### src/rtl/usb_rx_decoder.sv
// USB full-speed receive bit decoder: NRZI decode, SYNC detect, bit-unstuffing,
// byte assembly and EOP detection, advancing only on the bit timer's shift_enable.
module usb_rx_decoder #(
    parameter logic [7:0] SYNC_BYTE = 8'h80,
    parameter int          STUFF_LEN = 6
) (
    input  logic       clk,
    input  logic       rst,
    input  logic       d_plus_sync,
    input  logic       d_minus_sync,
    input  logic       shift_enable,
    output logic [7:0] rcv_data,
    output logic       byte_ready,
    output logic       rcving,
    output logic       eop,
    output logic       stuff_err,
    output logic       frame_err
);

    localparam int OW = $clog2(STUFF_LEN + 1);

    typedef enum logic [2:0] {
        IDLE     = 3'd0,
        SYNC     = 3'd1,
        DATA     = 3'd2,
        EOP_WAIT = 3'd3,
        ERR      = 3'd4
    } state_t;

    state_t          state_q;
    logic            prev_line_q;   // 1 = J, 0 = K
    logic [7:0]      shift_q;
    logic [2:0]      bit_cnt_q;
    logic [OW-1:0]   ones_cnt_q;
    logic            err_flag_q;    // packet already reported a frame/stuff error

    logic            line_j, line_k, line_se0, line_se1;
    logic            nrzi_bit;
    logic            stuff_pending;
    logic [7:0]      shift_d;
    logic [2:0]      bit_cnt_d;
    logic [OW-1:0]   ones_cnt_d;

    assign line_j   =  d_plus_sync & ~d_minus_sync;
    assign line_k   = ~d_plus_sync &  d_minus_sync;
    assign line_se0 = ~d_plus_sync & ~d_minus_sync;
    assign line_se1 =  d_plus_sync &  d_minus_sync;

    // No transition decodes as 1; only meaningful on J/K samples.
    assign nrzi_bit      = (line_j == prev_line_q);
    assign stuff_pending = (ones_cnt_q == OW'(STUFF_LEN));
    assign shift_d       = {nrzi_bit, shift_q[7:1]};
    assign bit_cnt_d     = bit_cnt_q + 3'd1;
    assign ones_cnt_d    = nrzi_bit ? (ones_cnt_q + OW'(1)) : '0;

    always_ff @(posedge clk or negedge rst) begin
        if (!rst) begin
            state_q     <= IDLE;
            prev_line_q <= 1'b1;
            shift_q     <= 8'h00;
            bit_cnt_q   <= 3'd0;
            ones_cnt_q  <= '0;
            err_flag_q  <= 1'b0;
            rcv_data    <= 8'h00;
            byte_ready  <= 1'b0;
            rcving      <= 1'b0;
            eop         <= 1'b0;
            stuff_err   <= 1'b0;
            frame_err   <= 1'b0;
        end else begin
            byte_ready <= 1'b0;
            eop        <= 1'b0;
            stuff_err  <= 1'b0;
            frame_err  <= 1'b0;

            if (shift_enable) begin
                if (line_j || line_k) begin
                    prev_line_q <= line_j;
                end

                case (state_q)
                    IDLE: begin
                        if (line_k) begin
                            shift_q    <= {1'b0, shift_q[7:1]};
                            bit_cnt_q  <= 3'd1;
                            ones_cnt_q <= '0;
                            err_flag_q <= 1'b0;
                            rcving     <= 1'b1;
                            state_q    <= SYNC;
                        end
                    end

                    SYNC, DATA: begin
                        if (line_se0) begin
                            state_q <= EOP_WAIT;
                            if (state_q == SYNC || bit_cnt_q != 3'd0) begin
                                frame_err  <= 1'b1;
                                err_flag_q <= 1'b1;
                            end
                        end else if (line_se1) begin
                            frame_err  <= 1'b1;
                            err_flag_q <= 1'b1;
                            state_q    <= ERR;
                        end else if (stuff_pending) begin
                            // Stuffed bit: never shifted or counted, must be a transition.
                            ones_cnt_q <= '0;
                            if (nrzi_bit) begin
                                stuff_err  <= 1'b1;
                                err_flag_q <= 1'b1;
                                state_q    <= ERR;
                            end
                        end else begin
                            shift_q    <= shift_d;
                            bit_cnt_q  <= bit_cnt_d;
                            ones_cnt_q <= ones_cnt_d;
                            if (bit_cnt_d == 3'd0) begin
                                if (state_q == SYNC) begin
                                    if (shift_d == SYNC_BYTE) begin
                                        state_q <= DATA;
                                    end else begin
                                        frame_err  <= 1'b1;
                                        err_flag_q <= 1'b1;
                                        state_q    <= ERR;
                                    end
                                end else begin
                                    rcv_data   <= shift_d;
                                    byte_ready <= 1'b1;
                                end
                            end
                        end
                    end

                    EOP_WAIT: begin
                        if (line_j) begin
                            eop        <= ~err_flag_q;
                            err_flag_q <= 1'b0;
                            bit_cnt_q  <= 3'd0;
                            ones_cnt_q <= '0;
                            rcving     <= 1'b0;
                            state_q    <= IDLE;
                        end else if (!line_se0) begin
                            frame_err  <= 1'b1;
                            err_flag_q <= 1'b1;
                            state_q    <= ERR;
                        end
                    end

                    ERR: begin
                        if (line_se0) begin
                            state_q <= EOP_WAIT;
                        end
                    end

                    default: begin
                        rcving  <= 1'b0;
                        state_q <= IDLE;
                    end
                endcase
            end
        end
    end

endmodule

### config.mk
export PLATFORM = sky130hd
export DESIGN_NAME = usb_rx_decoder
export DESIGN_NICKNAME = d
export VERILOG_FILES = /design/src/rtl/usb_rx_decoder.sv
export SDC_FILE = /design/constraint.sdc
export NUM_CORES = 1
export LEC_CHECK = 0
export ABC_AREA = 1
export BUFFER_PORTS_ARGS = -buffer_cell sky130_fd_sc_hd__buf_4
export CORE_MARGIN = 3
export CORE_UTILIZATION = 50
export CTS_CLUSTER_DIAMETER = 40
export DETAILED_ROUTE_END_ITERATION = 10
export GPL_TIMING_DRIVEN = 1
export PLACE_DENSITY = 0.81
export SLEW_MARGIN = 10
export SYNTH_ARGS = -nofsm -noshare
export SYNTH_HDL_FRONTEND = slang
export SYNTH_SLANG_ARGS = --single-unit
### constraint.sdc
create_clock -name clk -period 1.6 [get_ports clk]
set_input_delay 0.32 -clock clk [delete_from_list [all_inputs] [get_ports clk]]
set_output_delay 0.32 -clock clk [all_outputs]
set_load 0.02 [all_outputs]
After elaboration in Yosys (flattened, before gate mapping)
Index checks and enable logic that the tools add are counted.
- $add $sub $neg: 2
- equal/unequal tests: 19
- multiplexer cells: 70
- bitwise operators: 12
- reduce and logical (&&, ||, !) cells: 17
- operators with widths (operator ; number):
    2-to-1 mux 3 bit ; 20
    2-to-1 mux 1 bit ; 39
    2-to-1 mux 8 bit ; 4
    AND reduction 7 bit ; 3
    != test 5 bit (second input constant) ; 4
    case mux 3 bit (3 select lines) ; 2
    case mux 8 bit (2 select lines) ; 1
    != test 2 bit (second input constant) ; 6
    case mux 3 bit (4 select lines) ; 1
    AND reduction 6 bit ; 2
    AND reduction 9 bit ; 1
    == test 8 bit (second input constant) ; 1
    NOT 1 bit ; 8
    adder 3 x 1 -> 3 bit (second input constant) ; 2
    == test 3 x 2 -> 1 bit (second input constant) ; 2
    == test 3 bit (second input constant) ; 2
    zero test 3 bit ; 2
    != test 3 bit (second input constant) ; 2
    case mux 1 bit (3 select lines) ; 2
    nonzero test 3 bit ; 2
    AND 1 bit ; 4
    AND reduction 4 bit ; 1
    == test 3 x 1 -> 1 bit (second input constant) ; 1
    OR reduction 3 bit ; 1
    6 further kinds ; 7
- register bits: 32
- input port bits: 5
- output and inout port bits: 13
- logic and storage cells: 132

Longest topological paths before layout
Gate-level depths: netlist of run 1.
- depth after elaboration: 12
- gate-level depth with buffers: 12

Worst setup path after synthesis of run 1
Ideal clock, no wire load.
- path kind: input -> register
- start: input port d_plus_sync
- end: register rcv_data[6]
- data arrival time: 1497 ps
- required time: 1473 ps
- setup slack: -24 ps
- cell stages on the path: 8
- buffers on the path: 1
- cell sequence: inv_1 -> ha_1 -> inv_1 -> a21oi_1 -> nand4_1 -> buf_2 -> nand2_1 -> o21ai_0
- longest elaborated chain between the ends: 4
- elaborated cells on any way between the ends: 6
- those cells by class: 5 x bitwise; 1 x reduce/logical
- ends and longest elaborated chain (element ; RTL line ; text):
    start: declaration ; 9 ; input logic d_plus_sync,
    NOT 1 bit ; 46 ; assign line_se0 = ~d_plus_sync & ~d_minus_sync;
    AND 1 bit ; 46 ;
    NOT 1 bit (no line) ; n/a ;
    AND reduction 7 bit (no line) (*) ; n/a ;
    end signal: assignment ; 126 ; rcv_data <= shift_d;
    end: declaration ; 12 ; output logic [7:0] rcv_data,
Mark *: on every way between the ends. The rest lies on a longest branch, timed or not.
A chain may end at the register's enable or synchronous reset.

Worst setup path after layout of run 1
- start: register state_q[0]
- end: register shift_q[3]
- longest elaborated chain between the ends: 4
- elaborated cells on any way between the ends: 11
- those cells by class: 6 x eq/ne; 1 x mux; 4 x reduce/logical
- ends and longest elaborated chain (element ; RTL line ; text):
    start: declaration ; 30 ; state_t state_q;
    start signal: assignment ; 58 ; state_q <= IDLE;
    start signal: assignment ; 89 ; state_q <= SYNC;
    start signal: assignment ; 95 ; state_q <= EOP_WAIT;
    == test 3 x 1 -> 1 bit / == test 3 x 2 -> 1 bit (equally long branches) ; 81 ; case (state_q)
    OR reduction 2 bit ; 81 ;
    != test 2 bit (no line) / nonzero test 2 bit (equally long branches) ; n/a ;
    AND reduction 6 bit (no line) ; n/a ;
    end signal: assignment ; 84 ; shift_q <= {1'b0, shift_q[7:1]};
    end signal: assignment ; 113 ; shift_q <= shift_d;
    end: declaration ; 32 ; logic [7:0] shift_q;
Several ways; a longest one is shown, not always the timed one.

==> metrics.txt, run 1 <==
cell taking the most area after synthesis dfrtp_1; Place WS -0.1384 ns; I/O Pins 18; initial antenna violation count 0; largest net degree at the start of global routing 32; H-tree levels 2; area of the core 0.003416 mm2; Yosys warning total 0; crit path cell chain inv_4 > nand3_4 > nand2_8 > inv_8 > a21oi_4 > nand3b_4 > nand2_1 > o21ai_2; drt pass-1 iters 4; Worst setup EP type register; relative slew slack 0.7400; share of post-route cells with drive strength above 1 0.3946; Die Y 66.30 um; Net Count, Synth 226; Final Skew 0.01994 ns; final WL 4.376 mm; crit-path max FO 7; post-synthesis mux area share 0.006194; #FFs+latches synth 31; Worst setup startpoint state_q[0]; number of DRC markers in iteration 0 112; hold path depth 2; Seq/Total Area, Yosys 0.4274; die width 66.30 um; IO buf count 17; post-DP HPWL 2.913 mm; Hold EP prev_line_q; Placed Cells incl. Taps 289; Final setup viols 1; clk slew on worst S/H paths 0.11 ns; Setup CP Type reg2reg; Synth Area in Compound Gates 0.09842; failing checks setup timing; PnR worst setup slack -0.01037 ns; synthesized area 0.001818 mm2; Syn Area/Cell 8.616 um2; pwr dens 1528 mW/mm2; DRT antenna net count 0; Final Non-Filler Cells 307; RSZ-0062 raised after global routing true; combinational family with the most area after synthesis simple AND/OR/NAND/NOR gates; Design Power 3.667 mW; first-pass GRT wire length 6.451 mm; TritonCTS buffer count 5; Hold Violations, Final 0; total congestion overflow 0; die area 0.004396 mm2; root buf cell clkbuf_4; Core Util, Final 0.7026; Layout fillers 254; outcome finished, violations left; Yosys top cell area share 0.4129; Top delay family on crit path flip-flops; Synth cell types 36; slew at the pin closest to its max-slew limit 0.3900 ns; Lkg Pwr 1.209 nW; Synth Area in XOR/XNOR 0.004818; Via density 5.169; Antenna Cells 0; fin crit share 1.006; CTS tree built; Synth Area in Simple Gates 0.3076; later-pin clock latency in the skew report 0.34 ns; Tmin final 1.610 ns; initial core utilization 0.5322; Final GP Congestion 0.9314; Worst EP required 1.83 ns; Max rail drop VDD 0.8789 mV; CP peak stage delay 0.53 ns; CTS max path bufs 2; slowest CP cell dfrtp_2; Max-Cap Viols 0; Fmax 0.6210 GHz; R2R Setup Slk -0.01 ns; Max Slew Vio Count 0; Worst R2R End shift_q[3]; vias in the first global route 1453; Bufs and invs on worst path 2; Site Rows 21; GRT Total Usage 0.1966; hold wc startpoint shift_enable; # clock sinks 31; fin nets 275; adder-cell share of the synthesized area 0.06882; drt wl/cell 14.25 um; Via Count 1587; critical path arrival 1.84 ns; DRC viols 0; cell count after synthesis 211; ranking of synthesized cells by area dfrtp_1, nand2_1, ha_1; Worst R2R Start state_q[0]; critical path launch point type register; Min-Delay Path Class in2reg; P&R area growth vs syn 32.00%; R2R depth 8
==> worst max-delay path by stage <==
stage                  endpoint  cells after the start
floorplan            shift_q[6]                      8
global placement     shift_q[2]                      9
detailed placement  rcv_data[6]                      9
CTS                  shift_q[7]                      8
global route         shift_q[3]                      8
finish               shift_q[3]                      8
==> where the power goes <==
part | switching, mW | total [mW] | internal [mW] | leakage [nW]
sequential | 0.187 | 1.14 | 0.955 | 0.414
combinational | 1.10 | 1.87 | 0.769 | 0.747
clock | 0.290 | 0.659 | 0.369 | 0.0482
total | 1.57 | 3.67 | 2.09 | 1.21
==> layout make-up <==
cell class	count	area, um2	area share
multi-input combinational	147	996.0	0.4150
timing repair buffer	46	359.1	0.1496
clock inverter	2	35.03	0.01460
tap	46	57.56	0.02398
inverter	29	121.4	0.05057
sequential	31	779.5	0.3248
clock buffer	6	51.30	0.02138
==> stage by stage <==
stage	hold slack [ns]	cell area, um2	TNS [ns]
3_5_place_dp	0.2737	2113	-1.602
3_3_place_gp	0.2693	2113	-0.5351
5_1_grt	0.2240	2400	-0.5072
4_1_cts	0.2014	2211	-0.00008493
2_1_floorplan	0.02441	1822	0
6_report	0.2110	2400	-0.01037
==> timing repair <==
item | CTS | global route
setup endpoints to repair | 5 | 25
pin swaps | 0 | 18
buffers inserted | 0 | 8
cloned | 0 | 1
hold buffers | 1 | 0
resized for setup | 2 | 31
hold endpoints to repair | 30 | 0
==> per-layer routing <==
layer | up-vias | global-route usage | wire (um)
met5 | - | 0 | 0
met4 | 0 | 0.09391 | 157
met3 | 16 | 0.04252 | 190
met2 | 46 | 0.3110 | 2115
met1 | 742 | 0.2532 | 1913
li1 | 783 | - | -
==> worst register-to-register path, stage by stage, from the launching register on <==
cell and delay (ns):
dfrtp_2 0.53, inv_4 0.11, nand3_4 0.10, nand2_8 0.13
inv_8 0.05, a21oi_4 0.23, nand3b_4 0.18, nand2_1 0.12
o21ai_2 0.05
==> flip-flops by register name, indices dropped and copies added, names as in the netlist <==
signal / cells
bit_cnt_q: 3
eop: 1
frame_err: 1
rcving: 1
prev_line_q: 1
stuff_err: 1
state_q: 3
shift_q: 7
err_flag_q: 1
byte_ready: 1
ones_cnt_q: 3
rcv_data: 8
==> logic make-up (layout without fill, tap and decap cells) <==
group,Yosys count,count (layout)
compound gates,29,29
xor+xnor,1,1
fa+ha+maj,10,10
buf+inv,34,83
flops,31,31
mux,1,1
simple gates,105,106
==> layout by cell type, fill, tap and decap left out, types with 2 or more instances in the layout <==
| master | n |
|---|---|
| a21oi_1 | 2 |
| a21oi_4 | 2 |
| buf_4 | 42 |
| buf_6 | 3 |
| clkbuf_4 | 5 |
| dfrtp_1 | 28 |
| dfrtp_2 | 2 |
| ha_1 | 8 |
| inv_1 | 23 |
| inv_2 | 3 |
| inv_4 | 2 |
| nand2_1 | 49 |
| nand2_2 | 9 |
| nand2_4 | 2 |
| nand3_1 | 9 |
| nand3_2 | 2 |
| nand3b_4 | 3 |
| nand4_1 | 6 |
| nor2_1 | 10 |
| nor2_2 | 2 |
| nor2_4 | 3 |
| nor4_1 | 3 |
| o21ai_0 | 14 |
| o21ai_2 | 9 |
==> synthesized netlist by cell type <==
master / count
nand2_1: 56
nand3_4: 1
nor2_8: 1
nor2_2: 2
inv_2: 3
nor2_1: 12
nor4_1: 3
nand2_2: 4
or2_2: 1
o21ai_0: 15
dfstp_2: 1
nor3_1: 1
inv_6: 1
a31oi_1: 1
nor3_4: 1
o21ai_1: 1
nand3_2: 2
inv_1: 25
a21oi_2: 1
nor2_4: 1
nand3_1: 9
buf_6: 3
nand4_1: 6
xnor2_1: 1
buf_2: 1
o211ai_1: 1
nor3_2: 1
a21oi_1: 3
nand3b_4: 2
dfrtp_1: 30
clkbuf_2: 1
ha_1: 10
nand2_4: 1
o21ai_2: 7
mux2_2: 1
nand3b_1: 1
(Power assumes the default switching activity.)
==> run 2, diff against run 1 <==
--- a/config.mk
+++ b/config.mk
@@ -11,7 +11,7 @@
 export CORE_UTILIZATION = 50
 export CTS_CLUSTER_DIAMETER = 40
 export DETAILED_ROUTE_END_ITERATION = 10
-export GPL_TIMING_DRIVEN = 1
+export GPL_TIMING_DRIVEN = 0
 export PLACE_DENSITY = 0.81
 export SLEW_MARGIN = 10
 export SYNTH_ARGS = -nofsm -noshare
==> metrics.txt, run 2 (synthesized netlist as in run 1, its figures left out) <==
pwr dens 1537 mW/mm2; Clock Power Share 0.185; R2R Setup Slk -0.03 ns; total congestion overflow 0; root buf cell clkbuf_4; Via density 5.238; Place WS -0.3600 ns; Die Y 66.30 um; die width 66.30 um; final WL 4.038 mm; largest net degree at the start of global routing 32; first-pass GRT wire length 6.113 mm; Max-Cap Viols 0; post-DP HPWL 2.660 mm; later-pin clock latency in the skew report 0.34 ns; Antenna Cells 0; Final GP Congestion 0.8317; share of post-route cells with drive strength above 1 0.3333; Design Power 3.517 mW; Site Rows 21; Max Slew Vio Count 0; FF/Latch Area 778.2 um2; Worst R2R Start state_q[1]; hold path depth 2; Multi-input gate area 923.4 um2; area of the core 0.003416 mm2; Max rail drop VDD 1.160 mV; initial antenna violation count 0; Final Skew 0.007611 ns; relative slew slack 0.6164; most frequent CP cell nand2_1; fin crit share 1.018; die area 0.004396 mm2; failing checks setup timing; biggest regs rcv_data (8), shift_q (7); R2R depth 9; slew at the pin closest to its max-slew limit 0.5733 ns; CTS tree built; power share of the sequential group 0.312; Setup CP Type reg2reg; fin nets 266; Lkg Pwr 1.156 nW; hold wc startpoint shift_enable; NetSw 1.467 mW; crit path cell chain buf_6 > nor2_2 > nand3b_1 > nand2_1 > nor2_1 > nand2_2 > nor2_4 > nand2_1 > o21ai_0; Int Pwr 2.050 mW; critical path arrival 1.86 ns; most common cell after layout, fill and taps aside nand2_1; DRC viols 0; Worst R2R End state_q[0]; Worst EP required 1.83 ns; P&R area growth vs syn 25.88%; drt wl/cell 13.55 um; Hold Violations, Final 0; CP peak stage delay 0.41 ns; RSZ-0062 raised after global routing true; Comb pwr share 0.503; largest reg by FF count rcv_data; drt pass-1 iters 4; CTS max path bufs 2; Sw Share 0.4170; TritonCTS buffer count 5; Final setup viols 8; Fmax 0.6138 GHz; crit-path max FO 8; clk slew on worst S/H paths 0.10 ns; number of DRC markers in iteration 0 127; PnR worst setup slack -0.02924 ns; Hold EP prev_line_q; IO buf count 17; Placed Cells incl. Taps 274; Final Non-Filler Cells 298; I/O Pins 18; GRT Total Usage 0.1852; Layout fillers 259; initial core utilization 0.5322; Via Count 1561; commonest non-fill, non-tap cells in the layout nand2_1, buf_4, dfrtp_1; DRT antenna net count 0; Tmin final 1.629 ns; critical path launch point type register; Setup TNS -0.1556 ns; Min-Delay Path Class in2reg; # clock sinks 31; max reg flops 8; Worst setup EP type register; slowest CP cell dfrtp_1; H-tree levels 2; outcome finished, violations left; vias in the first global route 1330
==> run 2: cell types whose count changed in the layout (fill, tap and decap cells not counted), moves of 2 or more <==
cell     delta
nor2_4      -2
buf_4      -12
o21ai_2     -2
nand2_2     -3
buf_12      +2
nand2_1     +5
inv_4       -2
o21ai_1     +2
==> run 2: metal layers <==
metal,part of all wire,up-vias,track usage
met3,0.053,13,0.04932
met2,0.47,50,0.2900
met5,0,-,0
met4,0.025,0,0.08122
li1,-,766,-
met1,0.45,732,0.2382
==> run 2: power groups by stage <==
stage / Clock [mW] / Combinational [mW] / Sequential (mW)
after floorplan: 0 / 1.10 / 1.10
after global placement: 0 / 1.37 / 1.10
after detailed placement: 0 / 1.39 / 1.11
after CTS: 0.651 / 1.48 / 1.08
after global routing: 0.685 / 1.93 / 1.12
final: 0.650 / 1.77 / 1.10
==> run 2: layout make-up <==
class,instances,area share
inverter,29,0.04975
multi-input combinational,146,0.4035
clock inverter,2,0.01531
sequential,31,0.3401
tap,46,0.02515
buffer,5,0.02460
clock buffer,6,0.02242
timing repair buffer,33,0.1192
==> run 2: worst max path at each step <==
stage                              from  cells past startpoint           end  slack, ns
after floorplan             d_plus_sync                      8    shift_q[6]      0.007
after global placement      d_plus_sync                      9   rcv_data[6]      -0.32
after detailed placement    d_plus_sync                      8   rcv_data[7]      -0.36
after CTS                 ones_cnt_q[0]                     10  bit_cnt_q[2]       0.02
after global routing         state_q[1]                      9    shift_q[6]      -0.11
final                        state_q[1]                      9    state_q[0]      -0.03
==> run 2: repair_timing <==
action	in CTS	in global routing
gates cloned	0	1
hold buffers	1	0
hold endpoints to repair	30	0
buffers inserted	5	9
setup endpoints to repair	21	25
gates resized for setup	3	14
pin swaps	3	7
==> run 2: per-stage QoR <==
stage                     instance area (um2)  utilization  hold WS [ns]
after floorplan                          1822            -       0.02441
after global placement                   2007       0.5875        0.2713
after detailed placement                 2007       0.5875        0.2701
after CTS                                2153       0.6304        0.2028
after global routing                     2288       0.6700        0.2294
final                                    2288       0.6700        0.2208
==> run 2: critical path, delay by kind of cell, from the launching register on <==
family	cells	cell delay (ns)
buffers and inverters	1	0.15
and+or+nand+nor	7	0.90
DFF	1	0.41
AOI/OAI and AO/OA	1	0.07
==> run 3, diff against run 2 <==
--- a/config.mk
+++ b/config.mk
@@ -7,7 +7,6 @@
 export LEC_CHECK = 0
 export ABC_AREA = 1
 export BUFFER_PORTS_ARGS = -buffer_cell sky130_fd_sc_hd__buf_4
-export CORE_MARGIN = 3
 export CORE_UTILIZATION = 50
 export CTS_CLUSTER_DIAMETER = 40
 export DETAILED_ROUTE_END_ITERATION = 10
==> metrics.txt, run 3 (synthesized netlist as in run 1, its figures left out) <==
Hold Violations, Final 0; Worst setup startpoint ones_cnt_q[0]; Tmin final 1.607 ns; Final Non-Filler Cells 295; FF/Latch Area 780.7 um2; commonest non-fill, non-tap cells in the layout nand2_1, buf_4, dfrtp_1; total congestion overflow 0; P&R area growth vs syn 24.78%; later-pin clock latency in the skew report 0.35 ns; Final GP Congestion 0.8485; fin nets 263; root buf cell clkbuf_4; failing checks setup timing; largest net degree at the start of global routing 32; crit path cell chain buf_4 > buf_4 > ha_1 > xnor2_1 > nor4_1 > nand2_1 > o21ai_0; Final setup viols 1; slowest CP cell dfrtp_1; outcome finished, violations left; Comb pwr share 0.492; Max Slew Vio Count 0; critical path arrival 1.87 ns; Core Util, Final 0.6641; post-DP HPWL 2.611 mm; die width 62.30 um; Lkg Pwr 1.134 nW; Clock Power Share 0.186; NetSw 1.444 mW; Bufs and invs on worst path 2; drt pass-1 iters 5; Site Rows 21; biggest regs rcv_data (8), shift_q (7); Layout fillers 272; Sw Share 0.4155; R2R depth 7; Placed Cells incl. Taps 274; Max rail drop VDD 0.9786 mV; final WL 3.918 mm; Worst R2R End ones_cnt_q[2]; most common cell after layout, fill and taps aside nand2_1; Antenna Cells 0; H-tree levels 2; pwr dens 1532 mW/mm2; Die Y 62.30 um; power share of the sequential group 0.321; initial core utilization 0.5322; CP Depth 7; crit-path max FO 2; initial antenna violation count 0; Min-Delay Path Class in2reg; slew at the pin closest to its max-slew limit 0.3795 ns; Top delay family on crit path simple AND/OR/NAND/NOR gates; placed inst area 0.002007 mm2; Max-Cap Viols 0; Worst EP required 1.86 ns; crit path to ones_cnt_q[2]; RSZ-0062 raised after global routing true; Setup CP Type reg2reg; share of post-route cells with drive strength above 1 0.3454; fin crit share 1.004; Worst R2R Start ones_cnt_q[0]; die area 0.003881 mm2; critical path launch point type register; # clock sinks 31; Worst setup EP type register; relative slew slack 0.7470; most frequent CP cell buf_4; DRC viols 0; number of DRC markers in iteration 0 82; clk slew on worst S/H paths 0.09 ns; Via Count 1511; DRT antenna net count 0; CTS tree built; Multi-input gate area 930.9 um2; PnR worst setup slack -0.006807 ns; cell area after layout 0.002268 mm2; IO buf count 17; area of the core 0.003416 mm2; Final Skew 0.01638 ns; drt wl/cell 13.28 um; R2R Setup Slk -0.007 ns; GRT Total Usage 0.2110; max reg flops 8; Int Pwr 2.031 mW; TritonCTS buffer count 5; CTS max path bufs 2; vias in the first global route 1393; Setup TNS -0.006807 ns; first-pass GRT wire length 6.285 mm; Fmax 0.6224 GHz; I/O Pins 18; largest reg by FF count rcv_data; CP peak stage delay 0.40 ns; Via density 5.122
## run 3: power groups by stage
stage	Combinational, mW	Clock (mW)	Sequential (mW)
after CTS	1.43	0.654	1.10
after global routing	1.89	0.702	1.14
final	1.71	0.648	1.12
after global placement	1.36	0	1.10
after floorplan	1.10	0	1.10
after detailed placement	1.39	0	1.11
## run 3: per-stage QoR
stage                     setup WS [ns]  hold slack [ns]  power, mW
after floorplan                0.006971          0.02441      2.199
after global placement          -0.3179           0.2710      2.468
after detailed placement        -0.3779           0.2739      2.497
after CTS                      0.002565           0.1942      3.189
after global routing           -0.07506           0.2200      3.726
final                         -0.006807           0.2246      3.475
## run 3: how the worst min path moves through the flow
stage / slack, ns / cells past startpoint / end / start
5_1_grt: 0.22 / 2 / prev_line_q / shift_enable
4_1_cts: 0.19 / 2 / prev_line_q / shift_enable
2_1_floorplan: 0.02 / 0 / bit_cnt_q[0] / rst
3_5_place_dp: 0.27 / 1 / err_flag_q / rst
3_3_place_gp: 0.27 / 1 / eop / rst
6_report: 0.22 / 2 / prev_line_q / shift_enable
## run 3: cell type report
class                      instances  share of cell area
clock inverter                     2             0.01544
timing repair buffer              31              0.1103
multi-input combinational        146              0.4104
buffer                             4             0.02041
clock buffer                       6             0.02261
inverter                          29             0.05130
tap                               46             0.02537
sequential                        31              0.3442
## run 3: routing by layer
layer,wire (um),part of all wire,GRT usage
met1,1776,0.45,0.2622
met2,1886,0.48,0.3448
met3,209,0.053,0.06066
met4,46,0.012,0.08430
met5,0,0,0
## run 3: what timing repair did
action / in CTS / in global routing
gates cloned: 0 / 2
setup buffers: 4 / 7
pin swaps: 3 / 9
setup endpoints to repair: 21 / 25
hold buffers: 1 / 0
hold endpoints to repair: 30 / 0
resized for setup: 4 / 14
